$ cat src/rtl/lfsr_word_gen.sv
// Pseudo-random word generator: one XOR LFSR (Fibonacci or Galois) stepped a bit per enabled
// cycle, packing OUT_W bits into a word on a valid/ready stream with reseed and lockup recovery.
module lfsr_word_gen #(
  parameter int unsigned      WIDTH = 16,
  parameter logic [WIDTH-1:0] TAPS  = 16'hB400,
  parameter logic [WIDTH-1:0] SEED  = 16'hACE1,
  parameter int unsigned      MODE  = 1,
  parameter int unsigned      OUT_W = 4
) (
  input  logic             clock_i,
  input  logic             reset_i,
  input  logic             enable_i,
  input  logic             load_i,
  input  logic [WIDTH-1:0] seed_i,
  input  logic             ready_i,
  output logic             valid_o,
  output logic [OUT_W-1:0] data_o,
  output logic [WIDTH-1:0] state_o,
  output logic             lockup_o
);

  localparam int unsigned CNT_W = $clog2(OUT_W + 1);

  localparam logic [0:0] ST_FILL = 1'b0;
  localparam logic [0:0] ST_HOLD = 1'b1;

  logic [WIDTH-1:0] state_q, state_d;
  logic [OUT_W-1:0] pack_q, pack_d;
  logic [CNT_W-1:0] count_q, count_d;
  logic [0:0]       fsm_q, fsm_d;
  logic             valid_q, valid_d;
  logic [OUT_W-1:0] data_q, data_d;
  logic             lockup_q, lockup_d;

  logic [WIDTH-1:0] step_state;
  logic             step_bit;
  logic [OUT_W-1:0] pack_shift;
  logic             zero_state;

  generate
    if (MODE == 0) begin : g_fib
      logic fb;
      assign fb         = ^(state_q & TAPS);
      assign step_state = {state_q[WIDTH-2:0], fb};
      assign step_bit   = fb;
    end else begin : g_gal
      assign step_bit   = state_q[0];
      assign step_state = (state_q >> 1) ^ (state_q[0] ? TAPS : '0);
    end

    // First-generated bit ends up in the MSB once OUT_W bits have been shifted in.
    if (OUT_W == 1) begin : g_pack1
      assign pack_shift = step_bit;
    end else begin : g_packn
      assign pack_shift = {pack_q[OUT_W-2:0], step_bit};
    end
  endgenerate

  assign zero_state = (state_q == '0);

  always_comb begin
    state_d  = state_q;
    pack_d   = pack_q;
    count_d  = count_q;
    fsm_d    = fsm_q;
    valid_d  = valid_q;
    data_d   = data_q;
    lockup_d = 1'b0;

    if (load_i) begin
      state_d  = (seed_i == '0) ? SEED : seed_i;
      lockup_d = (seed_i == '0);
      pack_d   = '0;
      count_d  = '0;
      valid_d  = 1'b0;
      fsm_d    = ST_FILL;
    end else begin
      // A zero state would never leave zero; recover instead of stepping this edge.
      if (zero_state) begin
        state_d  = SEED;
        lockup_d = 1'b1;
      end

      if (fsm_q == ST_HOLD) begin
        if (ready_i) begin
          valid_d = 1'b0;
          fsm_d   = ST_FILL;
        end
      end else if (enable_i && !zero_state) begin
        state_d = step_state;
        pack_d  = pack_shift;
        if (count_q == CNT_W'(OUT_W - 1)) begin
          count_d = '0;
          data_d  = pack_shift;
          valid_d = 1'b1;
          fsm_d   = ST_HOLD;
        end else begin
          count_d = count_q + CNT_W'(1);
        end
      end
    end
  end

  always_ff @(posedge clock_i or negedge reset_i) begin
    if (!reset_i) begin
      state_q  <= SEED;
      pack_q   <= '0;
      count_q  <= '0;
      fsm_q    <= ST_FILL;
      valid_q  <= 1'b0;
      data_q   <= '0;
      lockup_q <= 1'b0;
    end else begin
      state_q  <= state_d;
      pack_q   <= pack_d;
      count_q  <= count_d;
      fsm_q    <= fsm_d;
      valid_q  <= valid_d;
      data_q   <= data_d;
      lockup_q <= lockup_d;
    end
  end

  assign valid_o  = valid_q;
  assign data_o   = data_q;
  assign state_o  = state_q;
  assign lockup_o = lockup_q;

endmodule

$ cat config.mk
export PLATFORM = sky130hd
export DESIGN_NAME = lfsr_word_gen
export DESIGN_NICKNAME = d
export VERILOG_FILES = /design/src/rtl/lfsr_word_gen.sv
export SDC_FILE = /design/constraint.sdc
export NUM_CORES = 1
export LEC_CHECK = 0
export ABC_AREA = 1
export CORE_ASPECT_RATIO = 0.75
export CORE_MARGIN = 1.5
export CORE_UTILIZATION = 50
export DETAILED_ROUTE_END_ITERATION = 8
export GPL_TIMING_DRIVEN = 0
export PLACE_DENSITY = 0.82
export SYNTH_ARGS = -nofsm -noshare
export SYNTH_HDL_FRONTEND = slang
export SYNTH_SLANG_ARGS = --single-unit
$ cat constraint.sdc
create_clock -name clock_i -period 3.4 [get_ports clock_i]
set_input_delay 0.51 -clock clock_i [delete_from_list [all_inputs] [get_ports clock_i]]
set_output_delay 0.51 -clock clock_i [all_outputs]
set_load 0.05 [all_outputs]
==> metrics.cfg, run 1 <==
[cells_and_area]
fillers = 258
final_area_um2 = 2208
layout_commonest_cell = nand2_1
multi_input_area_um2 = 747.0
mostFrequentLayoutCells = 66 x nand2_1, 40 x clkdlybuf4s50_1, 30 x nor2_1, 30 x inv_1, 21 x dfrtp_1
syn2layout_area_growth_pct = 33.51
finalNetCount = 294
layout-drive-gt1-share_pct = 12.09
n_antenna_cell = 0
seq_area_um2 = 735.7

[synthesis]
yosysTopAreaCellShare_pct = 31.77
synth_top_area_cell = dfrtp_1
ys_seq_area_share_pct = 44.48
synth-compound-area-share_pct = 9.002
synth_fp_nets = 246
synth_seq_cells = 29
synth_area_um2 = 1654
ys_warn_count = 0
ys_types = 32
synthXorXnorAreaFrac_pct = 1.589
synthSimpleGateAreaFrac_pct = 33.81
synthCells = 224
synth_area_leaders = dfrtp_1 32%, nand2_1 15%, dfstp_2 13%
synth_top_family_by_area = simple AND/OR/NAND/NOR gates
synth_fa_ha_area_share_pct = 0.7564
muxShareOfSynthArea_pct = 0
avgSynthCellArea_um2 = 7.384

[clock_tree]
cts_setup_buffers = 0
htreeDepth = 2
cts_buffers = 5
ctsResizeCount = 0
ctsHoldBuffers = 0
cts_tree = done
cts_num_sinks = 29
cts_root_buf = clkbuf_8
clk_pin_slew_ps = 60
cts_buffer_depth = 2
worstSkewPairLatency_ps = 280

[power]
p_leak_nw = 1.112
seqPwrFrac_pct = 40.6
p_int_mw = 0.6697
irDropWorstVdd_mv = 0.3102
p_sw_mw = 0.3422
p_per_area_nw_per_um2 = 458.2
comb_power_share_pct = 28.1
clkPwrFrac_pct = 31.3
swShare_pct = 33.82

[floorplanning]
fp.dieW_um = 69.42
dieArea_um2 = 3666
ios = 43
initial_utilization_pct = 54.38
core_area_um2 = 3042
die_h_um = 52.81
rows = 17

[sta]
finalMaxSlewViolations = 0
worstMarginPinSlew_ps = 644.8
rsz0062_at_grt = no
fmax_mhz = 460.3
min_period_over_period_pct = 63.90
fin_skew_ps = 3.604
fin_crit_ps = 2173
fin_tns_setup_ps = 0
slew-limit-headroom_pct = 57.01
finalHoldViolCount = 0
finalSetupViolations = 0

[setup_path]
worstPathBufferInverterCount = 1
slowest_delay_ps = 820
cp_top_family = buffers and inverters
setup.worst_path.start = state_o[11]
crit_fanout = 4
r2r_cells = 10
cp.arrival_ps = 1660
cp_slowest_cell = clkdlybuf4s50_1
critical_path.endpoint_type = output pin
cp.depth = 1
rr_endpoint = data_o[0]
timing.rr.start = state_o[0]
worstSetupStartpointType = flip-flop
crit_type = flip-flop to output pin
r2r_setup_slack_ps = 1830
crit_path_end = state_o[11]
crit_required_ps = 2890
path_cells = clkdlybuf4s50_1

[grt]
grt_util_all_layers_pct = 24.45
antenna_found_initial = 0
grt_max_degree = 30
grt_pass1_wl_um = 6775
grt_pass1_vias = 1469
grt-ovfl-total = 0

[min_path]
min_path_type = input pin to async pin

[detailed_routing]
drc = 0
routed_via_density = 5.125
via_count = 1594
routed_wl_um = 4068
drtPass1Iterations = 4
drt_iter0_drc = 115
met3_length_um = 361
dr_wl_met2_um = 1665
m1WireLength_um = 1997
drt-wirelength-per-cell_um = 13.08
highest_layer = met4
drtAntennaViolNets = 0

[flow_run]
maxCapViolations = 0

[run_status]
status = complete, no violations

[place]
placed_area_um2 = 2112
gp_congestion = 0.8734
hpwl_um = 2778
portBuffers = 41

-- metal layers --
metal | GRT usage, % | vias up
met5 | 0 | -
met3 | 6.346 | 5
met2 | 36.38 | 68
li1 | - | 795
met4 | 8.497 | 0
met1 | 34.67 | 726
-- metrics by stage --
| step | hold slack (ps) | total power, mW | utilization [%] | std cells | setup WS (ps) |
|---|---|---|---|---|---|
| 5_1_grt | 303.9 | 1.052 | 72.60 | 311 | 1203 |
| 4_1_cts | 473.8 | 1.013 | 72.77 | 311 | 1229 |
| 6_report | 252.3 | 1.012 | 72.60 | 311 | 1227 |
| 3_3_place_gp | 455.7 | 0.6949 | 69.44 | 303 | 1367 |
| 3_5_place_dp | 458.4 | 0.6982 | 69.44 | 303 | 1343 |
| 2_1_floorplan | 214.4 | 0.5950 | - | 224 | 1749 |
-- area by class of cell --
class | instances | area share, %
buffer | 8 | 2.323
multi-input combinational | 155 | 33.82
inverter | 32 | 5.439
clock inverter | 1 | 0.2266
tap | 38 | 2.153
sequential | 29 | 33.31
clock buffer | 7 | 4.363
timing repair buffer | 41 | 18.36
-- synth_stat cells --
master	count
buf_4	1
o21bai_1	1
o22ai_2	1
nor2_4	2
dfrtp_1	21
clkbuf_1	3
o21ai_0	11
nand2_4	1
nand2_2	2
dfstp_2	8
clkinv_1	1
nand3_2	1
a22oi_1	1
nand4_1	4
buf_6	2
ha_1	1
buf_2	2
nor2_2	2
inv_2	1
xor2_1	2
o221ai_1	1
a21oi_1	5
xnor2_1	1
nand3_1	15
and2_1	1
o21ai_1	2
nand2_1	66
nor2_1	30
nor4_1	1
nand3_4	1
o211ai_1	3
inv_1	30
-- how the worst min path moves through the flow --
| stage | start | end | slack, ps | depth (start not counted) |
|---|---|---|---|---|
| global placement | data_o[1] | data_o[1] | 460 | 2 |
| floorplan | reset_i | count_q[0] | 210 | 0 |
| global route | reset_i | state_o[8] | 300 | 1 |
| detailed placement | data_o[3] | data_o[3] | 460 | 2 |
| finish | reset_i | state_o[1] | 250 | 1 |
| CTS | data_o[3] | data_o[3] | 470 | 2 |
-- flip-flops by register name, summed over array words and instances (netlist names) --
name	count
count_q	3
pack_q	3
state_o	16
valid_o	1
lockup_o	1
fsm_q	1
data_o	4
-- power by group through the flow --
stage | combinational (mW) | sequential (mW) | clock (mW)
2_1_floorplan | 0.0913 | 0.504 | 0
3_3_place_gp | 0.279 | 0.416 | 0
3_5_place_dp | 0.281 | 0.417 | 0
4_1_cts | 0.285 | 0.412 | 0.316
5_1_grt | 0.304 | 0.417 | 0.332
6_report | 0.284 | 0.411 | 0.317
-- cell families after synthesis --
kind of cell             Yosys count
AND/OR/NAND/NOR                  126
buffers and inverters             40
flip-flops                        29
AO/OA/AOI/OAI                     25
XOR/XNOR                           3
adder cells (fa/ha/maj)            1
No activity file was read; power rests on OpenSTA's default activity.
==> inputs of run 2 (changes only) <==
- CORE_UTILIZATION: 50 -> 44
- PLACE_DENSITY: 0.82 -> 0.76
- clock period: 3.4 -> 1.8 ns (I/O delays scaled with it)
==> metrics.cfg, run 2 (synthesis gave the netlist of run 1 again) <==
[clock_tree]
clk_pin_slew_ps = 70
ctsHoldBuffers = 0
cts_tree = done
cts_setup_buffers = 0
cts_buffer_depth = 2
worstSkewPairLatency_ps = 280
htreeDepth = 2
cts_root_buf = clkbuf_8
cts_num_sinks = 29
cts_buffers = 5

[setup_path]
crit_fanout = 4
r2r_setup_slack_ps = 240
path_cells = clkdlybuf4s50_1
slowest_delay_ps = 810
cp_top_family = buffers and inverters
critical_path.endpoint_type = output pin
cp.depth = 1
cp.arrival_ps = 1480
crit_required_ps = 1530
crit_type = flip-flop to output pin
r2r_cells = 9
cp_slowest_cell = clkdlybuf4s50_1
worstPathBufferInverterCount = 1
worstSetupStartpointType = flip-flop

[cells_and_area]
layout-drive-gt1-share_pct = 12.09
fillers = 348
mostFrequentLayoutCells = 66 x nand2_1, 30 x nor2_1, 30 x inv_1
layout_commonest_cell = nand2_1
finalNetCount = 294
utilization_pct = 62.19
instances_no_fill = 325
largest_reg_flops = 16
n_antenna_cell = 0
syn2layout_area_growth_pct = 36.76
final_area_um2 = 2262

[detailed_routing]
drt_iter0_drc = 133
drc = 0
drtPass1Iterations = 4
routed_wl_um = 4058
via_count = 1585
drt-wirelength-per-cell_um = 12.49
drtAntennaViolNets = 0
routed_via_density = 4.877

[grt]
grt_max_degree = 30
grt-ovfl-total = 0
grt_pass1_wl_um = 7086
grt_util_all_layers_pct = 22.51
grt_pass1_vias = 1525
antenna_found_initial = 0

[power]
p_per_area_nw_per_um2 = 929.3
p_sw_mw = 0.6510
seqPwrFrac_pct = 36.8
p_int_mw = 1.451
clkPwrFrac_pct = 38.6
irDropWorstVdd_mv = 0.5844
comb_power_share_pct = 24.6
p_leak_nw = 1.190
swShare_pct = 30.97
total_power_mw = 2.102

[sta]
fin_tns_setup_ps = 0
finalHoldViolCount = 6
min_period_over_period_pct = 97.12
fmax_mhz = 572.0
slew-limit-headroom_pct = 58.54
worstMarginPinSlew_ps = 621.8
finalMaxSlewViolations = 0
finalSetupViolations = 0
fin_ws_ps = 51.85
rsz0062_at_grt = no
fin_skew_ps = 4.625
fin_crit_ps = 1748
timing.hold.ws_ps = -7.440

[floorplanning]
rows = 19
core_area_um2 = 3637
dieArea_um2 = 4140
initial_utilization_pct = 45.48
ios = 43
fp.dieW_um = 73.80
die_h_um = 56.10

[place]
dp.cells = 317
hpwl_um = 2865
gp_congestion = 0.8574
placed_area_um2 = 2130
post-place-ws_ps = -12.83
portBuffers = 41

[flow_run]
maxCapViolations = 0

[min_path]
min_path_type = input pin to async pin

[run_status]
status = finished, violations left
violations = negative hold slack

-- run 2: power groups by stage --
stage | clock network (mW) | logic [mW] | registers, mW
after CTS | 0.817 | 0.521 | 0.776
final | 0.811 | 0.516 | 0.774
after global routing | 0.853 | 0.561 | 0.786
after detailed placement | 0 | 0.532 | 0.788
after global placement | 0 | 0.527 | 0.787
after floorplan | 0 | 0.172 | 0.951
-- run 2: per-layer routing --
layer | track usage (%) | up-vias | part of all wire (%)
li1 | - | 798 | -
met1 | 33.56 | 719 | 49
met2 | 31.79 | 61 | 41
met5 | 0 | - | 0
met3 | 5.978 | 7 | 7.9
met4 | 6.614 | 0 | 1.2
-- run 2: final cells by class --
class                   instances  area (um^2)  share of cell area [%]
well taps                      52        65.06                   2.876
clock buffers                   5        68.82                   3.042
repair buffers                 41        409.1                   18.09
inverters                      32        120.1                   5.310
plain buffers                   8        51.30                   2.268
clock inverters                 3        65.06                   2.876
flip-flops and latches         29        735.7                   32.52
multi-input cells             155        747.0                   33.02
-- run 2: what timing repair did --
item / 4_1_cts / 5_1_grt
endpoints found under the setup margin: 9 / 6
resized for setup: 9 / 6
hold endpoints to repair: 0 / 0
-- run 2: final timing paths --
| path | startpoint | to |
|---|---|---|
| max | state_o[8] | state_o[8] |
| min | reset_i | state_o[3] |
| max reg2reg | state_o[0] | state_o[7] |
| min reg2reg | data_o[3] | data_o[3] |
| max in group asynchronous | reset_i | state_o[8] |
| min in group clock_i | load_i | state_o[10] |
==> inputs of run 3 (changes only) <==
- CAP_MARGIN: default -> 5
==> results of run 3 <==
The final DEF is identical to that of run 2; final timing and power are the same.
